[config.mk]
export PLATFORM = sky130hd
export DESIGN_NAME = control_sequencer
export DESIGN_NICKNAME = d
export VERILOG_FILES = /design/src/rtl/control_sequencer.sv
export SDC_FILE = /design/constraint.sdc
export NUM_CORES = 1
export LEC_CHECK = 0
export CORE_MARGIN = 5
export CORE_UTILIZATION = 47
export DETAILED_ROUTE_END_ITERATION = 10
export PLACE_DENSITY = 0.84
export SLEW_MARGIN = 20
export SYNTH_ARGS = -nofsm -noshare
export SYNTH_HDL_FRONTEND = slang
export SYNTH_SLANG_ARGS = --single-unit
[constraint.sdc]
create_clock -name clk -period 2.3 [get_ports clk]
set_input_delay 0.345 -clock clk [delete_from_list [all_inputs] [get_ports clk]]
set_output_delay 0.345 -clock clk [all_outputs]
set_load 0.05 [all_outputs]
[src/rtl/control_sequencer.sv]
// control_sequencer: T-state sequencer for the 8-bit bus machine.
// The stage register and the HLT freeze flag are the only state. The control
// word is a combinational decode of (stage, opcode, flags).
module control_sequencer #(
    parameter bit NOP_SKIP = 1'b1
) (
    input  logic        clk,
    input  logic        clear,
    input  logic [3:0]  opcode,
    input  logic        carry_flag,
    input  logic        zero_flag,
    output logic [15:0] control,
    output logic [2:0]  stage,
    output logic        halted
);

    localparam int unsigned CW = 16;
    localparam int unsigned SW = 3;

    // Control word bit masks (active-low strobes are cleared from the idle word)
    localparam logic [CW-1:0] IDLE_WORD   = 16'h7F76;
    localparam logic [CW-1:0] M_HLT       = 16'h8000;
    localparam logic [CW-1:0] M_MAR_LOAD  = 16'h4000;
    localparam logic [CW-1:0] M_RAM_EN    = 16'h2000;
    localparam logic [CW-1:0] M_RAM_LOAD  = 16'h1000;
    localparam logic [CW-1:0] M_IR_LOAD   = 16'h0800;
    localparam logic [CW-1:0] M_IR_EN     = 16'h0400;
    localparam logic [CW-1:0] M_A_LOAD    = 16'h0200;
    localparam logic [CW-1:0] M_A_EN      = 16'h0100;
    localparam logic [CW-1:0] M_SUB       = 16'h0080;
    localparam logic [CW-1:0] M_ALU_EN    = 16'h0040;
    localparam logic [CW-1:0] M_B_LOAD    = 16'h0020;
    localparam logic [CW-1:0] M_OUT_LOAD  = 16'h0010;
    localparam logic [CW-1:0] M_PC_INC    = 16'h0008;
    localparam logic [CW-1:0] M_PC_EN     = 16'h0004;
    localparam logic [CW-1:0] M_PC_LOAD   = 16'h0002;
    localparam logic [CW-1:0] M_FLAGS     = 16'h0001;

    localparam logic [3:0] OP_NOP = 4'b0000;
    localparam logic [3:0] OP_LDA = 4'b0001;
    localparam logic [3:0] OP_ADD = 4'b0010;
    localparam logic [3:0] OP_SUB = 4'b0011;
    localparam logic [3:0] OP_STA = 4'b0100;
    localparam logic [3:0] OP_LDI = 4'b0101;
    localparam logic [3:0] OP_JMP = 4'b0110;
    localparam logic [3:0] OP_JC  = 4'b0111;
    localparam logic [3:0] OP_JZ  = 4'b1000;
    localparam logic [3:0] OP_OUT = 4'b1110;
    localparam logic [3:0] OP_HLT = 4'b1111;

    typedef enum logic [SW-1:0] {
        T0 = 3'd0,
        T1 = 3'd1,
        T2 = 3'd2,
        T3 = 3'd3,
        T4 = 3'd4
    } stage_t;

    stage_t          r_stage;
    stage_t          w_stage_nxt;
    logic            r_halted;
    logic            w_halted_nxt;
    stage_t          w_last;
    logic [CW-1:0]   w_low;
    logic [CW-1:0]   w_high;
    logic [CW-1:0]   w_ctrl;

    // Stage and halt state registers
    always_ff @(posedge clk or posedge clear) begin
        if (clear) begin
            r_stage  <= T0;
            r_halted <= 1'b0;
        end else begin
            r_stage  <= w_stage_nxt;
            r_halted <= w_halted_nxt;
        end
    end

    // Last active stage of each opcode, used when NOP_SKIP shortens the cycle
    always_comb begin
        w_last = T1;
        unique case (opcode)
            OP_LDA, OP_STA:                         w_last = T3;
            OP_ADD, OP_SUB:                         w_last = T4;
            OP_LDI, OP_JMP, OP_JC, OP_JZ, OP_OUT,
            OP_HLT:                                 w_last = T2;
            default:                                w_last = T1;
        endcase
    end

    // Next-state logic: advance, wrap, freeze on HLT, recover from illegal codes
    always_comb begin
        w_stage_nxt  = T0;
        w_halted_nxt = r_halted;
        if (r_halted) begin
            w_stage_nxt = r_stage;
        end else begin
            unique case (r_stage)
                T0, T1, T2, T3, T4: begin
                    if (r_stage == T2 && opcode == OP_HLT) begin
                        w_stage_nxt  = T2;
                        w_halted_nxt = 1'b1;
                    end else if ((NOP_SKIP && r_stage == w_last) || r_stage == T4) begin
                        w_stage_nxt = T0;
                    end else begin
                        w_stage_nxt = stage_t'(SW'(r_stage) + SW'(1));
                    end
                end
                default: w_stage_nxt = T0;
            endcase
        end
    end

    // Control word decode: w_low lists asserted active-low strobes, w_high active-high bits
    always_comb begin
        w_low  = '0;
        w_high = '0;
        if (r_halted) begin
            w_high = M_HLT;
        end else begin
            unique case (r_stage)
                T0: w_low = M_PC_EN | M_MAR_LOAD;
                T1: begin
                    w_low  = M_RAM_EN | M_IR_LOAD;
                    w_high = M_PC_INC;
                end
                T2: begin
                    unique case (opcode)
                        OP_LDA, OP_ADD, OP_SUB, OP_STA: w_low = M_IR_EN | M_MAR_LOAD;
                        OP_LDI:  w_low = M_IR_EN | M_A_LOAD;
                        OP_JMP:  w_low = M_IR_EN | M_PC_LOAD;
                        OP_JC:   w_low = carry_flag ? (M_IR_EN | M_PC_LOAD) : '0;
                        OP_JZ:   w_low = zero_flag  ? (M_IR_EN | M_PC_LOAD) : '0;
                        OP_OUT:  w_low = M_A_EN | M_OUT_LOAD;
                        OP_HLT:  w_high = M_HLT;
                        default: w_low = '0;
                    endcase
                end
                T3: begin
                    unique case (opcode)
                        OP_LDA:         w_low = M_RAM_EN | M_A_LOAD;
                        OP_ADD, OP_SUB: w_low = M_RAM_EN | M_B_LOAD;
                        OP_STA:         w_low = M_A_EN | M_RAM_LOAD;
                        default:        w_low = '0;
                    endcase
                end
                T4: begin
                    if (opcode == OP_ADD || opcode == OP_SUB) begin
                        w_low  = M_ALU_EN | M_A_LOAD;
                        w_high = M_FLAGS | ((opcode == OP_SUB) ? M_SUB : '0);
                    end
                end
                default: begin
                    w_low  = '0;
                    w_high = '0;
                end
            endcase
        end
        w_ctrl = (IDLE_WORD & ~w_low) | w_high;
    end

    // Outputs; clear forces the idle word without waiting for a clock
    always_comb begin
        control = clear ? IDLE_WORD : w_ctrl;
        stage   = SW'(r_stage);
        halted  = r_halted;
    end

endmodule
==> results summary <==
Of the total power, the share spent switching nets is 0.535. The total global-route track usage is 0.210. The die height came out at 50.0 um. The critical path arrival is ~2000 ps. The switching power summed over all nets came out at 633 uW. The relative contribution of sequential cells to total power is 0.149. The initial standard-cell utilization of the core came out at 0.500.

The final non-filler cell area is between 1000 and 1500 sq um. Setup violations remaining at the end of the flow were counted as 0. The worst register-to-register path ends at stage[2].

The number of antenna violations at the first check in global routing came out at 0. The maximum level of the CTS H-tree came out at 1. Entering global routing, the biggest net connects 17 pins. The placer's final routability congestion estimate is ~0.84.

The count of final max-slew check failures is 0. The most critical setup path has its endpoint at control[10]. The total routed wirelength is 2820 um. The run finished with clean final reports.

The critical setup path kind is in -> out. For this run, the register share of the synthesized area comes to 0.133. The hold buffer count at cts came out at 0.

The actual transition at the worst max-transition pin came out at 494 ps. The share of total power dissipated in combinational logic is 0.770. The analysis attributes to cell leakage a power of 0.000538 uW. The clock insertion delay at the later pin of the skew report came out at 250 ps. After clock tree synthesis, the clock-pin slew on the worst setup and hold paths is 50 ps.

The number of cells in the design after placement came out at 144. The path class of the tightest hold or removal check is in -> async. The global-route wire length before repair came out at 4130 um.

The share of total power dissipated in the clock network is 0.081. The die covers 2500 sq um. The final-layout worst hold slack is roughly 410 ps. In this run the critical register-to-register path is launched from stage[0]. Timing would allow up to 0.436 GHz.

The floorplan core area is about 1500 sq um. The number of different library cells in the post-synthesis netlist is 42. Summing all placed instances gives a cell area of around 1200 sq um.

The number of nets in the layout came out at 149. Detailed placement finished with a half-perimeter wire length of 1990 um. The number of warning messages in the yosys log is 0.

The number of antenna cells inserted is 0. The share of the core filled with cells in the final layout is 0.857. The number of nets in the synthesized netlist is 112. The total clock buffers created by CTS came out at 3.

The filler-free cell count of the finished design is 150. The number of synthesized register bits came out at 4. The mean area per synthesized cell is 7.61 sq um. The clock tree from TritonCTS is yes. The power per cell area is 917 nW/um^2. The number of max-capacitance violations reported came out at 0.

The internal power of the cells totals 550 uW. In this run the worst setup path begins at opcode[0]. In this run, the number of DRC markers left after iteration 0 of detailed routing was 62.

The maximum vdd ir drop is 0.772 mV. The number of remaining DRC errors is 0. The final clock period utilization by the worst path came out at 0.996.

The detailed-route wire length per cell is 18.8 um. The growth of design area from synthesis to finish came out at 71.4%. The clock skew after layout is 8.02 ps. The first-pass detailed-route iteration total is 4.

The number of cells produced by synthesis is 99. The summed instance area of the synthesized netlist is 753 sq um. The number of clock sinks came out at 4.

The worst reg-to-reg setup slack is 550 ps. The share of post-route cells with drive strength above 1 is 0.463. The detailed-route vias per instance came out at around 6.3. The tree is rooted in a sky130_fd_sc_hd__clkbuf_4. After floorplanning, the core was divided into 14 placement rows. At the worst endpoint, the required time is 1960 ps. The routed layout has 951 vias. The final-layout setup total negative slack is 0 ps.

The final count of hold timing violations came out at 0. For the worst flop-to-flop path, the logic depth is 7. The worst setup path is launched from a primary input. In this run the worst path has a maximum fanout of 3. During I/O placement, the number of pins put on the boundary was 28. The final antenna-violating net count is 0. The worst setup path is captured at a primary output.

The smallest clock period supported by the final layout is computed as 2290 ps. Global routing finished with a remaining overflow of 0. The worst relative slew slack came out at 0.670. The number of global-route vias before repair came to 858.

No sink is reached through more buffers than the 2 on the longest clock path. The horizontal die dimension came out at 50.0 um. The count of buffers from port buffering is 27.
==> registers in the layout (all words and copies together), names as in the netlist <==
name / count
halted: 1
stage: 3
==> worst max-delay path, cell delays in order <==
cell                              delay (ps)
sky130_fd_sc_hd__clkdlybuf4s50_1         530
sky130_fd_sc_hd__inv_2                    50
sky130_fd_sc_hd__o211a_1                 230
sky130_fd_sc_hd__a31oi_2                 200
sky130_fd_sc_hd__a21oi_1                 110
sky130_fd_sc_hd__o211ai_1                260
sky130_fd_sc_hd__clkbuf_16               220
==> layer usage <==
layer	GRT usage	vias to the layer above	part of all wire
li1	-	432	-
met1	0.250	456	0.39
met2	0.351	52	0.50
met3	0.0542	11	0.079
met4	0.0830	0	0.024
met5	0	-	0
==> power by group through the flow <==
stage / Sequential, uW / Clock (uW) / Combinational (uW)
after floorplan: 237 / 0 / 529
after global placement: 171 / 0 / 827
after detailed placement: 176 / 0 / 853
after CTS: 176 / 93.5 / 857
after global routing: 179 / 101 / 963
final: 176 / 96.1 / 911
==> how the worst min path moves through the flow <==
| stage | from | to | slack, ps | cells after the start |
|---|---|---|---|---|
| final | clear | halted | 410 | 2 |
| after global routing | clear | halted | 440 | 2 |
| after CTS | clear | halted | 410 | 2 |
| after detailed placement | halted | stage[1] | 590 | 1 |
| after global placement | halted | stage[1] | 580 | 1 |
| after floorplan | clear | halted | 120 | 1 |
==> Yosys cell counts <==
cell type                  count  area, sq um
sky130_fd_sc_hd__nor2_2        2         12.5
sky130_fd_sc_hd__nand2b_1      1         6.26
sky130_fd_sc_hd__nor2b_1       1         6.26
sky130_fd_sc_hd__xor2_1        1         8.76
sky130_fd_sc_hd__buf_4         1         7.51
sky130_fd_sc_hd__ha_1          5         62.6
sky130_fd_sc_hd__buf_6         5         56.3
sky130_fd_sc_hd__and2b_1       1         7.51
sky130_fd_sc_hd__o41ai_2       1         16.3
sky130_fd_sc_hd__nor2_1        8         30.0
sky130_fd_sc_hd__a22o_1        1         8.76
sky130_fd_sc_hd__a221oi_1      1         8.76
sky130_fd_sc_hd__a31o_1        1         8.76
sky130_fd_sc_hd__a31oi_1       3         18.8
sky130_fd_sc_hd__nand3b_1      1         7.51
sky130_fd_sc_hd__mux2i_1       1         10.0
sky130_fd_sc_hd__nand2_1       9         33.8
sky130_fd_sc_hd__buf_12        1         20.0
sky130_fd_sc_hd__nand3_1       1         5.00
sky130_fd_sc_hd__o211ai_1      5         37.5
sky130_fd_sc_hd__nor4_1        3         18.8
sky130_fd_sc_hd__dfrtp_1       4          100
sky130_fd_sc_hd__and3b_2       1         10.0
sky130_fd_sc_hd__nor2b_4       1         13.8
sky130_fd_sc_hd__nand4_1       4         25.0
sky130_fd_sc_hd__or3_1         1         6.26
sky130_fd_sc_hd__and4bb_2      1         12.5
sky130_fd_sc_hd__a21oi_1       2         10.0
sky130_fd_sc_hd__o31ai_1       1         7.51
sky130_fd_sc_hd__o211a_1       1         10.0
sky130_fd_sc_hd__nor3_1        5         25.0
sky130_fd_sc_hd__o21ai_0       4         20.0
sky130_fd_sc_hd__inv_1         7         26.3
sky130_fd_sc_hd__o31a_1        1         8.76
sky130_fd_sc_hd__and2_1        3         18.8
sky130_fd_sc_hd__a21o_2        1         8.76
sky130_fd_sc_hd__xnor2_1       1         8.76
sky130_fd_sc_hd__nor3b_1       2         15.0
sky130_fd_sc_hd__o21ai_1       3         15.0
sky130_fd_sc_hd__a311oi_1      1         8.76
sky130_fd_sc_hd__and3_2        1         7.51
sky130_fd_sc_hd__inv_2         1         3.75
==> through the flow <==
| stage | total power (uW) | setup slack, ps |
|---|---|---|
| after CTS | 1130 | 12.3 |
| final | 1180 | 8.61 |
| after global placement | 998 | 85.6 |
| after global routing | 1240 | -36.0 |
| after detailed placement | 1030 | -0.907 |
| after floorplan | 766 | -133 |
==> logic make-up (layout without fill, tap and decap cells) <==
family | after synthesis | in the layout | synth area share
compound gates | 26 | 26 | 0.249
xor+xnor | 2 | 2 | 0.0233
fa+ha+maj | 5 | 5 | 0.0831
buf+inv | 15 | 50 | 0.151
flops | 4 | 4 | 0.133
mux | 1 | 1 | 0.0133
simple gates | 46 | 46 | 0.347
==> final cells by class <==
type                       count  area [sq um]
inverter                       8          36.3
multi-input combinational     80           618
tap                           16          20.0
fill                          79           215
clock buffer                   3          22.5
sequential                     4           105
timing repair buffer          39           489
==> repair_timing <==
item | 4_1_cts | 5_1_grt
resized for setup | 2 | 15
setup buffers | 0 | 3
endpoints found under the setup margin | 2 | 6
pin swaps | 0 | 3
==> layout by cell type, fill, tap and decap left out, types with 3 or more instances in the layout <==
cell type and n:
sky130_fd_sc_hd__inv_2 3, sky130_fd_sc_hd__inv_1 3, sky130_fd_sc_hd__buf_4 15, sky130_fd_sc_hd__clkbuf_4 3, sky130_fd_sc_hd__nand4_1 4, sky130_fd_sc_hd__clkdlybuf4s50_1 9, sky130_fd_sc_hd__o21ai_1 4, sky130_fd_sc_hd__buf_12 10
sky130_fd_sc_hd__nor3_1 4, sky130_fd_sc_hd__dfrtp_2 4, sky130_fd_sc_hd__nand2_1 8, sky130_fd_sc_hd__o211ai_1 5, sky130_fd_sc_hd__nor2_1 6
Note: power is estimated with default switching activity, not from simulation.
